## config.mk

```make
export PLATFORM = sky130hd
export DESIGN_NAME = cell_write_arbiter
export DESIGN_NICKNAME = d
export VERILOG_FILES = /design/src/rtl/cell_write_arbiter.sv
export SDC_FILE = /design/constraint.sdc
export NUM_CORES = 1
export LEC_CHECK = 0
export CAP_MARGIN = 15
export CORE_UTILIZATION = 40
export CTS_BUF_LIST = sky130_fd_sc_hd__clkbuf_8
export DETAILED_ROUTE_END_ITERATION = 8
export DONT_BUFFER_PORTS = 1
export PLACE_DENSITY_LB_ADDON = 0.08
export SYNTH_ARGS = -nofsm -noshare
export SYNTH_HDL_FRONTEND = slang
export SYNTH_SLANG_ARGS = --single-unit
```

## constraint.sdc

```tcl
create_clock -name aclk -period 2.05 [get_ports aclk]
set_input_delay 0.5125 -clock aclk [delete_from_list [all_inputs] [get_ports aclk]]
set_output_delay 0.5125 -clock aclk [all_outputs]
set_load 0.03 [all_outputs]
```

## src/rtl/cell_write_arbiter.sv

```systemverilog
// rtl/cell_write_arbiter.sv - per-cell round-robin write arbiter with collision statistics
// Registered cell storage, one-cycle ack/nack pulses and a saturating multi-hit counter.
module cell_write_arbiter #(
  parameter int ADDR_WIDTH = 3,
  parameter int DATA_WIDTH = 8,
  parameter int NB_WRAGENT = 2,
  parameter int CNT_WIDTH  = 8
) (
  input  logic                             aclk,
  input  logic                             aresetn,
  input  logic [ADDR_WIDTH-1:0]            cell_addr,
  input  logic [NB_WRAGENT-1:0]            wren,
  input  logic [NB_WRAGENT*ADDR_WIDTH-1:0] wraddr,
  input  logic [NB_WRAGENT*DATA_WIDTH-1:0] wrdata,
  input  logic                             collision,
  input  logic                             clr_stat,
  output logic [DATA_WIDTH-1:0]            cell_data,
  output logic                             cell_valid,
  output logic [NB_WRAGENT-1:0]            wrack,
  output logic [NB_WRAGENT-1:0]            wrnack,
  output logic [CNT_WIDTH-1:0]             coll_cnt,
  output logic                             coll_sticky
);

  localparam int PTR_W = $clog2(NB_WRAGENT);
  localparam logic [PTR_W-1:0] LAST_AGENT = PTR_W'(NB_WRAGENT - 1);

  logic [DATA_WIDTH-1:0] cell_data_q, cell_data_d;
  logic                  cell_valid_q, cell_valid_d;
  logic [NB_WRAGENT-1:0] wrack_q, wrack_d;
  logic [NB_WRAGENT-1:0] wrnack_q, wrnack_d;
  logic [CNT_WIDTH-1:0]  coll_cnt_q, coll_cnt_d;
  logic                  coll_sticky_q, coll_sticky_d;
  logic [PTR_W-1:0]      rr_ptr_q, rr_ptr_d;

  logic [NB_WRAGENT-1:0] hit;
  logic                  any_hit;
  logic                  multi_hit;
  logic                  hi_found;
  logic [PTR_W-1:0]      win_any;
  logic [PTR_W-1:0]      win_hi;
  logic [PTR_W-1:0]      winner;
  logic [DATA_WIDTH-1:0] win_data;
  logic                  coll_seen;
  logic                  coll_event;

  // Downward scan: the lowest hit overall and the lowest hit at or above
  // rr_ptr are both kept; the latter wins, the former covers the wrap.
  always_comb begin
    hit       = '0;
    any_hit   = 1'b0;
    multi_hit = 1'b0;
    hi_found  = 1'b0;
    win_any   = '0;
    win_hi    = '0;
    for (int i = NB_WRAGENT - 1; i >= 0; i--) begin
      hit[i] = wren[i] && (wraddr[i*ADDR_WIDTH +: ADDR_WIDTH] == cell_addr);
      if (hit[i]) begin
        if (any_hit) begin
          multi_hit = 1'b1;
        end
        any_hit = 1'b1;
        win_any = PTR_W'(i);
        if (PTR_W'(i) >= rr_ptr_q) begin
          hi_found = 1'b1;
          win_hi   = PTR_W'(i);
        end
      end
    end
    winner = hi_found ? win_hi : win_any;
  end

  always_comb begin
    win_data = '0;
    wrack_d  = '0;
    wrnack_d = '0;
    for (int i = 0; i < NB_WRAGENT; i++) begin
      if (any_hit && (PTR_W'(i) == winner)) begin
        win_data   = wrdata[i*DATA_WIDTH +: DATA_WIDTH];
        wrack_d[i] = 1'b1;
      end else begin
        wrnack_d[i] = hit[i];
      end
    end
  end

  // The upstream collision flag can only confirm what the hit popcount shows;
  // the popcount is authoritative, so an inconsistent flag never counts.
  assign coll_seen  = collision & multi_hit;
  assign coll_event = multi_hit | coll_seen;

  always_comb begin
    cell_data_d   = cell_data_q;
    cell_valid_d  = cell_valid_q;
    rr_ptr_d      = rr_ptr_q;
    coll_cnt_d    = coll_cnt_q;
    coll_sticky_d = coll_sticky_q;
    if (any_hit) begin
      cell_data_d  = win_data;
      cell_valid_d = 1'b1;
      rr_ptr_d     = (winner == LAST_AGENT) ? '0 : winner + PTR_W'(1);
    end
    if (clr_stat) begin
      coll_cnt_d    = '0;
      coll_sticky_d = 1'b0;
    end else if (coll_event) begin
      coll_sticky_d = 1'b1;
      if (coll_cnt_q != {CNT_WIDTH{1'b1}}) begin
        coll_cnt_d = coll_cnt_q + CNT_WIDTH'(1);
      end
    end
  end

  always_ff @(posedge aclk or negedge aresetn) begin
    if (!aresetn) begin
      cell_data_q   <= '0;
      cell_valid_q  <= 1'b0;
      wrack_q       <= '0;
      wrnack_q      <= '0;
      coll_cnt_q    <= '0;
      coll_sticky_q <= 1'b0;
      rr_ptr_q      <= '0;
    end else begin
      cell_data_q   <= cell_data_d;
      cell_valid_q  <= cell_valid_d;
      wrack_q       <= wrack_d;
      wrnack_q      <= wrnack_d;
      coll_cnt_q    <= coll_cnt_d;
      coll_sticky_q <= coll_sticky_d;
      rr_ptr_q      <= rr_ptr_d;
    end
  end

  assign cell_data   = cell_data_q;
  assign cell_valid  = cell_valid_q;
  assign wrack       = wrack_q;
  assign wrnack      = wrnack_q;
  assign coll_cnt    = coll_cnt_q;
  assign coll_sticky = coll_sticky_q;

endmodule

```

==> flow_summary_export.csv <==
group,metric,value,unit
sta,timing.max_slew.rel_slack,70.96,%
clocking,root_driver,"sky130_fd_sc_hd__clkbuf_8",
pwr,p_per_area,741.6,nW/um^2
pwr,static-leakage-power,0.6332,nW
routing,vias_per_cell,5.692,
floorplanning,core_region_area,3053,sq um
critical_path,worstSetupPathType,"in2reg",
floorplanning,die-width,58.96,microns
sta,clock.fmax,545.7,MHz
sta,fin_ws,0.2175,ns
clocking,clock_latency,0.26,ns
sta,worst_pin_slew,0.4339,ns
cells_and_area,final_nets,190,
floorplanning,chipHeight,58.96,microns
synth,synthesis.nets,176,
critical_path,cp.arrival,1.98,ns
sta,period_needed,1.833,ns
synth,async_reset_ff_share,100.0,%
clocking,clock_tree_from_tritoncts,"built",
clocking,cts.repair_timing.setup_buffer_count,0,
flow_run,timing.max_cap.violations,0,
clocking,cts.sinks,23,
floorplanning,fp.dieArea,3476,sq um
place,routabilityCongestion,0.8146,
routing,route.final.wire_length,3.107,mm
critical_path,crit_path_max_incr_delay,0.53,ns
sta,post-route-period-util,89.39,%
sta,report.final.hold_viol_count,0,
global_routing,grt_antenna_before_repair,0,
place,dp_cells,195,
run_status,outcome,"complete, no violations",
clocking,clk_path_buf_depth,2,
synth,yosys_most_used_dff,"sky130_fd_sc_hd__dfrtp_1",
cells_and_area,finalCoreUtilization,51.80,%
synth,synth.lib_cells_used.distinct,34,
clocking,ctsHoldBuffers,1,
place,place_worst_setup_slack,-0.06151,ns
worst_hold_path,timing.hold.worst.start,"clr_stat",
critical_path,worst_path_dominant_cell_family,"simple AND/OR/NAND/NOR gates",
critical_path,timing.critical_path.from,"wraddr[3]",
global_routing,vias_in_the_first_global_route,1039,
cells_and_area,synthToLayoutAreaGrowth,21.89,%
worst_hold_path,worst_hold_path_class,"in2reg",
routing,drt_first_iter_violations,48,
global_routing,global_route.overflow_total,0,
sta,setup-violations-final,0,
sta,slew_viol_final,0,
critical_path,worst-path-buf-inv,1,
synth,syn-cell-area,1297,sq um
critical_path,cpMaxStageDelayCell,"sky130_fd_sc_hd__or4b_1",
global_routing,grt_start_max_net_pins,24,
synth,post_synth_edffs,0,
critical_path,critical_path_required,2.20,ns
routing,drt-wirelength-per-cell,15.46,microns
floorplanning,rows,20,
synth,synthDominantAreaCellType,"sky130_fd_sc_hd__dfrtp_1",
place,detailedPlacementHpwl,2.254,mm
critical_path,timing.critical_path.cells,"xor2_4 -> or4b_1 -> buf_4 -> nor4b_2 -> mux2_2",
routing,final_antenna_net_count,0,
critical_path,cp-end-kind,"register",
cells_and_area,insertedDiodeCount,0,
routing,drt-pass1-iter-count,4,
synth,netlist.area_leader.share,44.36,%
cells_and_area,drive_above_1_share,19.75,%
pwr,totalPowerFinal,1.173,mW
clocking,numCtsBuffers,3,
clocking,resized_cells_post_cts,0,
global_routing,grtUsageTotal,19.47,%
synth,seq_area_frac_synth,44.36,%
global_routing,grt_first_pass_wirelength,5.071,mm
critical_path,setup.worst_path.start_class,"primary input",
synth,yosys_warnings,0,
critical_path,worst-path-max-fanout,8,
pwr,ir_worst_vdd,0.2979,mV
clocking,htreeDepth,1,
sta,final.setup_skew,0.004198,ns
routing,drcViolationCount,0,
cells_and_area,final_cell_count_no_fill,201,
synth,synth_top_cells_by_area,"sky130_fd_sc_hd__dfrtp_1 (44%), sky130_fd_sc_hd__nor4_1 (4.8%), sky130_fd_sc_hd__a21oi_1 (4.6%), sky130_fd_sc_hd__a22oi_1 (4.6%), sky130_fd_sc_hd__nor3_1 (3.9%)",
synth,synth-seq-cells,23,
synth,syn-mean-instance-area,9.010,sq um
cells_and_area,layout.cells.most_common_list,"sky130_fd_sc_hd__dfrtp_1 (23), sky130_fd_sc_hd__buf_4 (16), sky130_fd_sc_hd__a21oi_1 (12), sky130_fd_sc_hd__nand2_1 (12), sky130_fd_sc_hd__nor2_1 (10)",
cells_and_area,most_common_cell_after_layout_fill_and_taps_aside,"sky130_fd_sc_hd__dfrtp_1",
synth,synth_cells,144,
sta,setup_repair_after_global_routing_missed_its_margin,"false",
routing,vias,1144,
place,port-buffer-count,0,
floorplanning,initial_core_utilization,42.50,%
clocking,cts.reportedPaths.clkPinSlew,0.09,ns
critical_path,crit-reg2reg-launch,"coll_cnt[6]",
floorplanning,number_of_primary_i_o_pins,53,
-- worst register-to-register path: cells and delay by family (launching register included) --
| family | cells | cell delay, ns |
|---|---|---|
| and+or+nand+nor | 3 | 0.70 |
| muxes | 1 | 0.32 |
| DFF | 1 | 0.57 |
-- state kept, by name, indices dropped and copies added, names as in the netlist --
register,count
cell_valid,1
coll_sticky,1
coll_cnt,8
cell_data,8
rr_ptr_q,1
wrnack,2
wrack,2
-- synth_stat cells (2+ instances only) --
master,n
sky130_fd_sc_hd__nand4_1,3
sky130_fd_sc_hd__nand3_1,3
sky130_fd_sc_hd__nand2_1,12
sky130_fd_sc_hd__nor4_1,10
sky130_fd_sc_hd__a22oi_1,8
sky130_fd_sc_hd__nand2b_1,2
sky130_fd_sc_hd__nor3_1,10
sky130_fd_sc_hd__or4_1,2
sky130_fd_sc_hd__and4_1,2
sky130_fd_sc_hd__inv_1,2
sky130_fd_sc_hd__buf_1,2
sky130_fd_sc_hd__dfrtp_1,23
sky130_fd_sc_hd__nor2b_1,5
sky130_fd_sc_hd__xor2_1,2
sky130_fd_sc_hd__o21ai_0,8
sky130_fd_sc_hd__nor4b_1,2
sky130_fd_sc_hd__a21oi_1,12
sky130_fd_sc_hd__and3_1,2
sky130_fd_sc_hd__nor2_1,10
sky130_fd_sc_hd__xnor2_1,3
sky130_fd_sc_hd__mux2_2,3
sky130_fd_sc_hd__clkbuf_1,6
-- layout make-up --
class	count	area, sq um
repair buffers	18	157.7
inverters	2	7.507
multi-input cells	110	739.5
fillers	306	1471
clock buffers	3	41.29
clock inverters	1	5.005
flip-flops and latches	23	575.6
well taps	44	55.05
-- cells by family after synthesis --
group	Yosys count	share of synthesized area (%)
adders and majority gates	1	0.9642
xor gates and xnor gates	6	4.630
and+or+nand+nor	65	27.10
AOI/OAI and AO/OA	33	15.43
DFF	23	44.36
buffers and inverters	11	3.279
muxes	5	4.243
-- report_power, final --
part	switching, mW	total, mW	internal, mW
registers	0.176	0.694	0.519
clock network	0.150	0.286	0.136
logic	0.102	0.193	0.0910
-- routing by layer --
layer	vias up	GRT usage (%)	routed length, microns
met2	40	28.41	1466
met3	2	3.297	170
met1	539	28.87	1460
met4	0	6.803	11
li1	563	-	-
met5	-	0	0
-- stage by stage --
step | hold slack, ns | setup TNS (ns) | cell area [sq um]
floorplan | 0.2169 | -0.03867 | 1358
global placement | 0.2175 | -0.07948 | 1498
detailed placement | 0.2176 | -0.1555 | 1498
CTS | 0.2939 | 0 | 1554
global route | 0.2823 | 0 | 1582
finish | 0.3008 | 0 | 1582
-- final timing paths --
| path | to | slack, ns | cells past startpoint |
|---|---|---|---|
| max reg2reg | coll_cnt[0] | 0.34 | 4 |
| max | coll_cnt[3] | 0.22 | 5 |
| min in group asynchronous | coll_cnt[7] | 0.62 | 1 |
| min reg2reg | wrnack[1] | 0.58 | 1 |
| max in group asynchronous | coll_cnt[2] | 1.01 | 2 |
| min | coll_sticky | 0.30 | 1 |
(Power assumes the default switching activity.)
